--- config.mk ---
export PLATFORM = sky130hd
export DESIGN_NAME = wishbone_manager
export DESIGN_NICKNAME = d
export VERILOG_FILES = /design/src/rtl/wishbone_manager.sv
export SDC_FILE = /design/constraint.sdc
export NUM_CORES = 1
export LEC_CHECK = 0
export ABC_CLOCK_PERIOD_IN_PS = 3400
export BUFFER_PORTS_ARGS = -buffer_cell sky130_fd_sc_hd__buf_2
export CORE_MARGIN = 4
export CORE_UTILIZATION = 48
export DETAILED_ROUTE_END_ITERATION = 10
export PLACE_DENSITY = 0.84
export SYNTH_ARGS = -nofsm -noshare
export SYNTH_HDL_FRONTEND = slang
export SYNTH_SLANG_ARGS = --single-unit
--- constraint.sdc ---
create_clock -name clk -period 3.4 [get_ports clk]
set_clock_uncertainty 0.2 [all_clocks]
set_input_delay 0.85 -clock clk [delete_from_list [all_inputs] [get_ports clk]]
set_output_delay 0.85 -clock clk [all_outputs]
set_load 0.02 [all_outputs]
--- src/rtl/wishbone_manager.sv ---
// ============================================================================
// Module      : wishbone_manager
// Description : CPU strobe-request to Wishbone classic single-beat master,
//               with an acknowledge timeout that aborts unanswered cycles.
// Revision    : 1.0 - initial release
// ============================================================================
`default_nettype none

module wishbone_manager #(
    parameter int ADDR_W  = 32,
    parameter int DATA_W  = 32,
    parameter int TIMEOUT = 255,
    localparam int SEL_W  = DATA_W / 8
) (
    input  logic              clk,
    input  logic              rst,
    input  logic              read_i,
    input  logic              write_i,
    input  logic [ADDR_W-1:0] adr_i,
    input  logic [DATA_W-1:0] cpu_dat_i,
    input  logic [SEL_W-1:0]  sel_i,
    output logic [DATA_W-1:0] cpu_dat_o,
    output logic              busy_o,
    output logic              err_o,
    output logic              CYC_O,
    output logic              STB_O,
    output logic              WE_O,
    output logic [ADDR_W-1:0] ADR_O,
    output logic [DATA_W-1:0] DAT_O,
    output logic [SEL_W-1:0]  SEL_O,
    input  logic [DATA_W-1:0] DAT_I,
    input  logic              ACK_I
);

    // A one-bit counter is kept even when the timeout is disabled.
    localparam int CNT_W = (TIMEOUT > 0) ? $clog2(TIMEOUT + 1) : 1;
    localparam logic [CNT_W-1:0] c_LIMIT = CNT_W'((TIMEOUT > 0) ? TIMEOUT - 1 : 0);
    localparam logic [CNT_W-1:0] c_MAX   = '1;

    typedef enum logic [0:0] {
        S_IDLE = 1'b0,
        S_BUSY = 1'b1
    } state_t;

    state_t             state_q, state_d;
    logic [ADDR_W-1:0]  adr_q,   adr_d;
    logic [DATA_W-1:0]  dat_q,   dat_d;
    logic [SEL_W-1:0]   sel_q,   sel_d;
    logic               we_q,    we_d;
    logic [DATA_W-1:0]  rdata_q, rdata_d;
    logic               err_q,   err_d;
    logic [CNT_W-1:0]   cnt_q,   cnt_d;

    always_ff @(posedge clk) begin
        if (rst) begin
            state_q <= S_IDLE;
            adr_q   <= '0;
            dat_q   <= '0;
            sel_q   <= '0;
            we_q    <= 1'b0;
            rdata_q <= '0;
            err_q   <= 1'b0;
            cnt_q   <= '0;
        end else begin
            state_q <= state_d;
            adr_q   <= adr_d;
            dat_q   <= dat_d;
            sel_q   <= sel_d;
            we_q    <= we_d;
            rdata_q <= rdata_d;
            err_q   <= err_d;
            cnt_q   <= cnt_d;
        end
    end

    always_comb begin
        state_d = state_q;
        adr_d   = adr_q;
        dat_d   = dat_q;
        sel_d   = sel_q;
        we_d    = we_q;
        rdata_d = rdata_q;
        err_d   = 1'b0;
        cnt_d   = cnt_q;
        case (state_q)
            S_IDLE: begin
                if (write_i || read_i) begin
                    state_d = S_BUSY;
                    adr_d   = adr_i;
                    dat_d   = cpu_dat_i;
                    sel_d   = sel_i;
                    we_d    = write_i;
                    cnt_d   = '0;
                end
            end
            S_BUSY: begin
                // An acknowledge wins over a timeout landing in the same cycle.
                if (ACK_I) begin
                    state_d = S_IDLE;
                    cnt_d   = '0;
                    if (!we_q) begin
                        rdata_d = DAT_I;
                    end
                end else if ((TIMEOUT != 0) && (cnt_q == c_LIMIT)) begin
                    state_d = S_IDLE;
                    err_d   = 1'b1;
                    cnt_d   = '0;
                end else if (cnt_q != c_MAX) begin
                    cnt_d = cnt_q + 1'b1;
                end
            end
            default: state_d = S_IDLE;
        endcase
    end

    assign busy_o    = (state_q == S_BUSY);
    assign CYC_O     = busy_o;
    assign STB_O     = busy_o;
    assign WE_O      = we_q;
    assign ADR_O     = adr_q;
    assign DAT_O     = dat_q;
    assign SEL_O     = sel_q;
    assign cpu_dat_o = rdata_q;
    assign err_o     = err_q;

endmodule

`default_nettype wire

==> results of run 1 <==
how the worst max path moves through the flow:
stage / from / end / slack, ps / depth (start not counted)
6_report: CYC_O$_SDFF_PP0_ / CYC_O / 1210 / 1
4_1_cts: CYC_O$_SDFF_PP0_ / CYC_O / 1200 / 1
3_5_place_dp: rst / cnt_q[1]$_SDFFE_PP0P_ / 840 / 5
5_1_grt: rst / cnt_q[1]$_SDFFE_PP0P_ / 1130 / 5
3_3_place_gp: rst / cnt_q[5]$_SDFFE_PP0P_ / 910 / 5
2_1_floorplan: rst / cnt_q[5]$_SDFFE_PP0P_ / 1200 / 6
synth_stat cells:
library cell  number  share of area [%]
o21ai_0            1               0.12
a41oi_1            1               0.21
nand3_1            3               0.37
buf_2              4               0.49
clkbuf_1          30                2.8
o211a_1            1               0.25
nand4_1            2               0.31
nand2b_1           2               0.31
a21oi_1          100                 12
a31oi_1            2               0.31
a22o_1             1               0.21
inv_1              2               0.18
ha_1               2               0.61
dfxtp_1          111                 54
nand3b_1           1               0.18
or2_2              2               0.31
nor3_1             5               0.61
a211o_1            3               0.64
nand2_1          207                 19
o211ai_1           2               0.37
nor2b_1            1               0.15
mux2i_1            2               0.49
o31ai_1            1               0.18
buf_4              2               0.37
nor3b_2            1               0.31
buf_6              1               0.28
a41oi_4            1               0.67
or3b_1             1               0.21
nor2_1             9               0.83
a221o_1            1               0.25
nor4b_1            1               0.21
clkbuf_2           2               0.25
and3_1             2               0.31
o2111ai_1          1               0.21
and3_2             1               0.18
o31ai_4            1               0.52
nor3b_1            1               0.18
nor4_1             2               0.31
and2_1             1               0.15
flip-flops by register name, indices dropped and copies added (netlist names):
name / flops
err_o: 1
DAT_O: 32
CYC_O: 1
WE_O: 1
ADR_O: 32
SEL_O: 4
cpu_dat_o: 32
cnt_q: 8
cells in the final DEF (no fill, tap or decap), types with 3 or more instances in the layout:
cell and count:
buf_4 4, a21oi_1 100, clkbuf_8 11, nor3_1 5
dfxtp_1 111, nand2_1 207, nand3_1 3, a211o_1 3
buf_2 208, nor2_1 7
per-stage QoR:
step	power, mW	setup WS, ps	instances	hold WS (ps)	utilization (%)
3_3_place_gp	1.88	909	793	239	62.3
2_1_floorplan	1.71	1200	514	312	-
5_1_grt	2.81	1130	809	275	64.9
3_5_place_dp	1.89	842	793	244	62.3
6_report	2.68	1210	809	255	64.9
4_1_cts	2.71	1200	809	258	64.9
layout make-up:
type                    instances  area (sq um)  area share [%]
clock buffers                  11           151            2.82
well taps                     105           131            2.45
inverters                       2          7.51           0.140
clock inverters                 5          63.8            1.19
multi-input cells             362          1700            31.6
flip-flops and latches        111          2220            41.4
repair buffers                213          1090            20.3
power breakdown:
group / total (mW) / switching [mW] / internal (mW)
clock: 0.822 / 0.434 / 0.388
sequential: 1.42 / 0.0422 / 1.38
combinational: 0.440 / 0.283 / 0.157
cells by family (layout without fill, tap and decap cells):
logic type | count (synthesis) | after routing | share of synthesized area (%)
AND/OR/NAND/NOR | 242 | 242 | 24.0
flip-flops | 111 | 111 | 54.4
adder cells (fa/ha/maj) | 2 | 2 | 0.613
AO/OA/AOI/OAI | 116 | 116 | 16.2
buffers and inverters | 41 | 231 | 4.32
multiplexers | 2 | 2 | 0.490
layer usage:
metal	wire length (microns)	vias to the layer above	track usage [%]
met3	1230	8	6.81
li1	-	2043	-
met1	4430	1811	27.2
met4	110	0	6.84
met5	0	-	0
met2	5440	175	35.8
==> results.md, run 1 <==
- I/O Buffers: 209
- DIE HEIGHT: 100 microns
- WL final: 11200 microns
- Synth Warn #: 0
- Final nets: 806
- Run status: complete, no violations
- Fillers: 733
- Critical path startpoint category: register
- Sinks on Clock Net: 111
- Fin. max-slew vios: 0
- Post-synthesis register bit count: 111
- Slew margin rel.: 51.5%
- Largest fanout on the critical path: 9
- Area of the mapped netlist: 4080 sq um
- Clk_lat worst skew: 350 ps
- Pin count of the biggest net entering global routing: 71
- Max-cap violation count: 0
- Hold_sp: cpu_dat_o[26]$_SDFFE_PP0P_
- Slew at the pin closest to its max-slew limit: 721 ps
- WP data arrival: 1140 ps
- Sequential fraction of the synthesis area: 54.4%
- I/O Pins: 210
- First-pass GRT wire length: 18000 microns
- Buffers & Inverters on Critical Path: 1
- Row count: 33
- Min-delay worst type: register to register
- Final worst path period share: 64.5%
- Setup_tns: 0 ps
- Mean post-synth cell area: 7.95 sq um
- Hold Vio Cnt, Final: 0
- Worst-path cell chain: buf_2
- Leak: 2.57 nW
- Crit-path max cell delay: 550 ps
- Reg2reg path depth: 4
- H-Tree Depth: 3
- Initial antenna violation count: 0
- Diodes inserted: 0
- Worst path slowest cell: dfxtp_1
- RSZ-0062 raised after global routing: no
- R2R Path End: cnt_q[1]$_SDFFE_PP0P_
- Initial Util: 49.5%
- Crit. End Element: output port
- Post-Syn Instances: 514
- Setup bufs post-CTS: 0
- Share of cells above drive strength 1: 33.7%
- Flop2flop setup slack: 1400 ps
- CTS resizes: 0
- Vias in the first global route: 3802
- CP delay by family, top: flip-flops
- DRT Pass-1 Iters: 5
- CTS tree: built
- Global-route usage over all layers: 21.7%
- Crit path time final: 2190 ps
- Die X: 100 microns
- Area post-placement: 5150 sq um
- DP Wirelength: 8170 microns
- Fmax: 456 MHz
- Detailed Route Iter0 Violations: 195
- RR Startpoint: CYC_O$_SDFF_PP0_
- TritonCTS Buffers: 9
- Netlist cell types: 39
- Hold buffers post-CTS: 0
- WL/cell: 13.8 microns
- Worst Hold Depth: 2
- Clock tree buffer depth: 2
- Worst Hold End: cpu_dat_o[26]$_SDFFE_PP0P_
- Final setup violation count: 0
- Final Cell Area: 5360 sq um
- Syn Nets: 621
- Final GP Congestion: 0.842
- Routed vias: 4037
- Pwr dens: 500 nW/um^2
- Vias per Instance: 4.99
- Root Buffer: clkbuf_8
- Routed Antenna Nets: 0
- CP Class: register to output port
- CP required: 2350 ps
- Total core area: 8260 sq um
- Peak supply drop: 0.280 mV
- P&R area growth vs syn: 31.3%
- Remaining Overflow, GRT: 0
- DRC errors left: 0
- Die area: 10000 sq um
- Reg clk slew, reported paths: 100 ps
Power figures use the tool's default switching activity.
==> run 2: changes to the inputs <==
==> config.mk (replaced) <==
export PLATFORM = sky130hd
export DESIGN_NAME = wishbone_manager
export DESIGN_NICKNAME = d
export VERILOG_FILES = /design/src/rtl/wishbone_manager.sv
export SDC_FILE = /design/constraint.sdc
export NUM_CORES = 1
export LEC_CHECK = 0
export ABC_CLOCK_PERIOD_IN_PS = 2200
export BUFFER_PORTS_ARGS = -buffer_cell sky130_fd_sc_hd__buf_2
export CORE_MARGIN = 4
export CORE_UTILIZATION = 45
export DETAILED_ROUTE_END_ITERATION = 10
export PLACE_DENSITY = 0.79
export SYNTH_ARGS = -nofsm -noshare
export SYNTH_HDL_FRONTEND = slang
export SYNTH_SLANG_ARGS = --single-unit
==> constraint.sdc (replaced) <==
create_clock -name clk -period 2.2 [get_ports clk]
set_clock_uncertainty 0.2 [all_clocks]
set_input_delay 0.55 -clock clk [delete_from_list [all_inputs] [get_ports clk]]
set_output_delay 0.55 -clock clk [all_outputs]
set_load 0.02 [all_outputs]
==> results.md, run 2 (synthesized netlist as in run 1, its figures left out) <==
- Run status: complete, no violations
- Setup slack at placement: 111 ps (-731 ps)
- Sinks on Clock Net: 111 (unchanged)
- WL/cell: 13.8 microns (-0.58%)
- Max-cap violation count: 0 (unchanged)
- Post-Layout Cell Count: 816 (+0.87%)
- Fin util: 61.9% (-3.0 points)
- R2R Path End: cnt_q[1]$_SDFFE_PP0P_
- Pwr dens: 784 nW/um^2 (+57%)
- Remaining Overflow, GRT: 0 (unchanged)
- Diodes inserted: 0 (unchanged)
- Area post-placement: 5200 sq um (+1.1%)
- Placed cell count: 800 (+0.88%)
- DIE HEIGHT: 103 microns (+3.0%)
- Final setup violation count: 0 (unchanged)
- Sequential cell area: 2220 sq um (unchanged)
- Setup bufs post-CTS: 0 (unchanged)
- First-pass GRT wire length: 16800 microns (-6.5%)
- Fillers: 797 (+8.7%)
- Leak: 2.60 nW (+1.4%)
- Crit. End Element: register
- Global-route usage over all layers: 19.6% (-2.1 points)
- WL final: 11200 microns (+0.28%)
- Worst Hold Depth: 3 (+1)
- Initial Util: 46.6% (-2.9 points)
- DP Wirelength: 8280 microns (+1.3%)
- Final GP Congestion: 0.879 (+4.4%)
- DRT Pass-1 Iters: 4 (-1)
- Min-delay worst type: input port to register
- H-Tree Depth: 3 (unchanged)
- Total core area: 8760 sq um (+6.1%)
- Slew margin rel.: 62.1% (+11 points)
- Crit-path max cell delay: 470 ps (-80 ps)
- Flop2flop setup slack: 260 ps (-1140 ps)
- Fmax: 515 MHz
- Routed vias: 4064 (+0.67%)
- P&R area growth vs syn: 32.9%
- Initial antenna violation count: 0 (unchanged)
- Crit path time final: 1940 ps
- Die X: 103 microns (+3.0%)
- Peak supply drop: 0.402 mV (+44%)
- Clk_lat worst skew: 360 ps (about the same)
- RR Startpoint: cnt_q[0]$_SDFFE_PP0P_
- Pin count of the biggest net entering global routing: 104 (+46%)
- I/O Buffers: 209 (unchanged)
- DRC errors left: 0 (unchanged)
- Reg2reg path depth: 6 (+2)
- Hold Vio Cnt, Final: 0 (unchanged)
- Final worst path period share: 88.2%
- Largest fanout on the critical path: 7 (-2)
- Routed Antenna Nets: 0 (unchanged)
- Multi-input gate area in the final layout: 1700 sq um (unchanged)
- Slew at the pin closest to its max-slew limit: 568 ps (-153 ps)
- Final Cell Area: 5430 sq um (+1.2%)
- Fin. max-slew vios: 0 (unchanged)
- Die area: 10700 sq um (+6.1%)
- Worst path slowest cell: dfxtp_1
- TritonCTS Buffers: 9 (unchanged)
- Vias per Instance: 4.98 (-0.19%)
- Detailed Route Iter0 Violations: 128 (-34%)
- Commonest non-fill, non-tap cells in the layout: 209 x buf_2, 207 x nand2_1, 111 x dfxtp_1
- CP required: 2270 ps (-80 ps)
- I/O Pins: 210 (unchanged)
- Worst-path cell chain: inv_1 > ha_1 > nand3b_1 > nor4_1 > o211ai_1 > o31ai_1
- Clock tree buffer depth: 2 (unchanged)
- Hold_sp: cpu_dat_i[2]
- Final worst-path setup slack: 259 ps (-949 ps)
- Hold buffers post-CTS: 0 (unchanged)
- Critical path startpoint category: register
- Setup_tns: 0 ps (unchanged)
- Root Buffer: clkbuf_8
- CTS resizes: 0 (unchanged)
- Pwr Total: 4.25 mW (+59%)
- Worst Hold End: DAT_O[2]$_SDFFE_PP0P_
- Final nets: 810 (+0.50%)
- Vias in the first global route: 3777 (-0.66%)
- CTS tree: built
- Reg clk slew, reported paths: 110 ps (about the same)
- WP data arrival: 2010 ps (+870 ps)
- Row count: 34 (+3.0%)
- Share of cells above drive strength 1: 34.0% (+0.37 points)
- CP Class: register to register
- RSZ-0062 raised after global routing: no
- Worst setup path start: cnt_q[0]$_SDFFE_PP0P_
- Commonest non-fill, non-tap cell in the layout: buf_2
- Min Hold Slack: 211 ps (-44.8 ps)
==> run 2: cell types whose count changed in the layout (fill, tap and decap cells not counted) <==
| cell | change |
|---|---|
| bufinv_16 | +1 |
| buf_4 | +1 |
| buf_2 | +1 |
| clkinv_2 | +1 |
| buf_12 | +2 |
| clkbuf_8 | -2 |
| clkinvlp_4 | -1 |
| inv_6 | +1 |
==> run 2: where the power goes <==
group / total, mW / leakage, nW / switching, mW / internal [mW]
clock: 1.36 / 0.115 / 0.703 / 0.655
sequential: 2.19 / 0.910 / 0.0602 / 2.13
combinational: 0.706 / 1.58 / 0.449 / 0.257
==> run 2: metal layers <==
layer | part of all wire, % | up-vias | global-route usage (%)
li1 | - | 2056 | -
met1 | 40 | 1823 | 22.0
met2 | 48 | 173 | 35.8
met3 | 11 | 12 | 5.16
met4 | 1.2 | 0 | 6.97
met5 | 0 | - | 0
==> run 2: worst max path at each step <==
stage,endpoint,cells after the start
4_1_cts,cnt_q[1]$_SDFFE_PP0P_,6
2_1_floorplan,cnt_q[5]$_SDFFE_PP0P_,6
3_3_place_gp,cnt_q[5]$_SDFFE_PP0P_,5
5_1_grt,cnt_q[1]$_SDFFE_PP0P_,6
6_report,cnt_q[1]$_SDFFE_PP0P_,6
3_5_place_dp,cnt_q[5]$_SDFFE_PP0P_,5
==> run 2: final cells by class <==
type | instances | share of cell area [%]
Sequential cell | 111 | 40.9
Clock inverter | 7 | 1.84
Multi-Input combinational cell | 362 | 31.2
Clock buffer | 9 | 2.28
Tap cell | 108 | 2.49
Inverter | 2 | 0.138
Timing Repair Buffer | 217 | 21.1
==> run 2: critical path, delay by kind of cell, from the launching register on <==
family                     cells  cell delay (ps)
buffers and inverters          1               70
and+or+nand+nor                2              620
DFF                            1              470
adders and majority gates      1              300
AOI/OAI and AO/OA              2              200
==> run 3: changes to the inputs <==
--- a/config.mk
+++ b/config.mk
@@ -9,6 +9,7 @@
 export BUFFER_PORTS_ARGS = -buffer_cell sky130_fd_sc_hd__buf_2
 export CORE_MARGIN = 4
 export CORE_UTILIZATION = 45
+export CTS_BUF_LIST = sky130_fd_sc_hd__clkbuf_16
 export DETAILED_ROUTE_END_ITERATION = 10
 export PLACE_DENSITY = 0.79
 export SYNTH_ARGS = -nofsm -noshare
==> constraint.sdc (replaced) <==
create_clock -name clk -period 2.2 [get_ports clk]
set_clock_uncertainty 0.2 [all_clocks]
set_input_delay 0.55 -clock clk [delete_from_list [all_inputs] [get_ports clk]]
set_output_delay 0.55 -clock clk [all_outputs]
set_load 0.005 [all_outputs]
==> results.md, run 3 (synthesized netlist as in run 1, its figures left out) <==
- Run status: complete, no violations
- CTS resizes: 0 (unchanged)
- Wl on met1: 4570 microns (+1.5%)
- RSZ-0062 raised after global routing: no
- Slew at the pin closest to its max-slew limit: 579 ps (+11.4 ps)
- Leak: 2.65 nW (+1.8%)
- DRC errors left: 0 (unchanged)
- Critical path startpoint category: register
- Fmax: 516 MHz (+0.18%)
- Global-route usage over all layers: 19.5% (-0.17 points)
- Vias in the first global route: 3759 (-0.48%)
- Vias per Instance: 4.96 (-0.39%)
- WL/cell: 13.7 microns (-0.60%)
- Crit path time final: 1940 ps (-3.40 ps)
- CP Class: register to register
- RR Startpoint: cnt_q[0]$_SDFFE_PP0P_
- Largest fanout on the critical path: 7 (unchanged)
- Initial antenna violation count: 0 (unchanged)
- Top sig layer: met4
- TritonCTS Buffers: 9 (unchanged)
- Routed Antenna Nets: 0 (unchanged)
- Hold Vio Cnt, Final: 0 (unchanged)
- Met2 wire length: 5460 microns (+0.83%)
- Pwr dens: 813 nW/um^2 (+3.8%)
- Flop2flop setup slack: 260 ps (about the same)
- H-Tree Depth: 3 (unchanged)
- Final nets: 810 (unchanged)
- I/O Pins: 210 (unchanged)
- Total core area: 8760 sq um (unchanged)
- Fin. max-slew vios: 0 (unchanged)
- CTS tree: built
- DP Wirelength: 8280 microns (unchanged)
- Min-delay worst type: input port to register
- DIE HEIGHT: 103 microns (unchanged)
- CP required: 2240 ps (-30 ps)
- Die X: 103 microns (unchanged)
- Setup bufs post-CTS: 0 (unchanged)
- Detailed Route Iter0 Violations: 130 (+1.6%)
- Reg clk slew, reported paths: 80 ps (-30 ps)
- Clock tree buffer depth: 2 (unchanged)
- Die area: 10700 sq um (unchanged)
- Crit. End Element: register
- Peak supply drop: 0.545 mV (+36%)
- DRT Pass-1 Iters: 4 (unchanged)
- First-pass GRT wire length: 16800 microns (-0.17%)
- Pwr Total: 4.50 mW (+5.7%)
- Multi-input gate area in the final layout: 1700 sq um (unchanged)
- P&R area growth vs syn: 35.4%
- Met3 wire length: 1070 microns (-9.2%)
- Initial Util: 46.6% (unchanged)
- Sinks on Clock Net: 111 (unchanged)
- Final setup violation count: 0 (unchanged)
- Share of cells above drive strength 1: 34.0% (unchanged)
- Max-cap violation count: 0 (unchanged)
- Pin count of the biggest net entering global routing: 104 (unchanged)
- Fillers: 780 (-2.1%)
- Commonest non-fill, non-tap cell in the layout: buf_2
- Final GP Congestion: 0.879 (unchanged)
- Diodes inserted: 0 (unchanged)
- Root Buffer: clkbuf_16
- Row count: 34 (unchanged)
- Clk_lat worst skew: 330 ps (-30 ps)
- WL final: 11200 microns (-0.60%)
- WP data arrival: 1980 ps (-30 ps)
- Hold buffers post-CTS: 0 (unchanged)
- Commonest non-fill, non-tap cells in the layout: 209 x buf_2, 207 x nand2_1, 111 x dfxtp_1
- Hold_sp: cpu_dat_i[2]
- Sequential cell area: 2220 sq um (unchanged)
- Setup_tns: 0 ps (unchanged)
- Slew margin rel.: 61.4% (-0.76 points)
- Worst setup path start: cnt_q[0]$_SDFFE_PP0P_
- Routed vias: 4048 (-0.39%)
- Final worst path period share: 88.1% (-0.15 points)
- I/O Buffers: 209 (unchanged)
- Remaining Overflow, GRT: 0 (unchanged)
-- run 3: cell count changes in the layout (fill, tap and decap cells not counted) --
cell,delta
clkbuf_16,+9
clkbuf_8,-9
-- run 3: path summary, 6_finish.rpt --
path | endpoint | cells after the start
worst max-delay path | cnt_q[1]$_SDFFE_PP0P_ | 6
worst min-delay path | DAT_O[2]$_SDFFE_PP0P_ | 3
worst max register to register | cnt_q[1]$_SDFFE_PP0P_ | 6
worst min register to register | cpu_dat_o[17]$_SDFFE_PP0P_ | 2
-- run 3: power breakdown --
part           leakage [nW]  switching (mW)  total [mW]  internal [mW]
clock                 0.161           0.731        1.74           1.01
combinational          1.58           0.312       0.566          0.254
sequential            0.910          0.0604        2.19           2.13
-- run 3: critical path: stages, from the launching register on --
cell,delay [ps]
dfxtp_1,460
inv_1,70
ha_1,300
nand3b_1,270
nor4_1,350
o211ai_1,130
o31ai_1,70
-- run 3: layer usage --
layer,vias up,global-route usage (%)
li1,2062,-
met1,1832,22.0
met4,0,5.78
met2,150,35.8
met3,4,5.16
met5,-,0
-- run 3: layout make-up --
| cell class | count | area share, % |
|---|---|---|
| well taps | 108 | 2.44 |
| repair buffers | 217 | 20.7 |
| clock buffers | 9 | 4.07 |
| flip-flops and latches | 111 | 40.2 |
| clock inverters | 7 | 1.81 |
| inverters | 2 | 0.136 |
| multi-input cells | 362 | 30.7 |
-- run 3: stage by stage --
stage          std cells  hold WS, ps  utilization, %  cell area [sq um]  setup slack, ps
3_5_place_dp         800          243            59.4               5200              111
2_1_floorplan        514          253               -               4080              297
5_1_grt              816          240            63.1               5530             93.1
4_1_cts              816          236            63.1               5530              287
6_report             816          247            63.1               5530              262
3_3_place_gp         800          238            59.4               5200              126
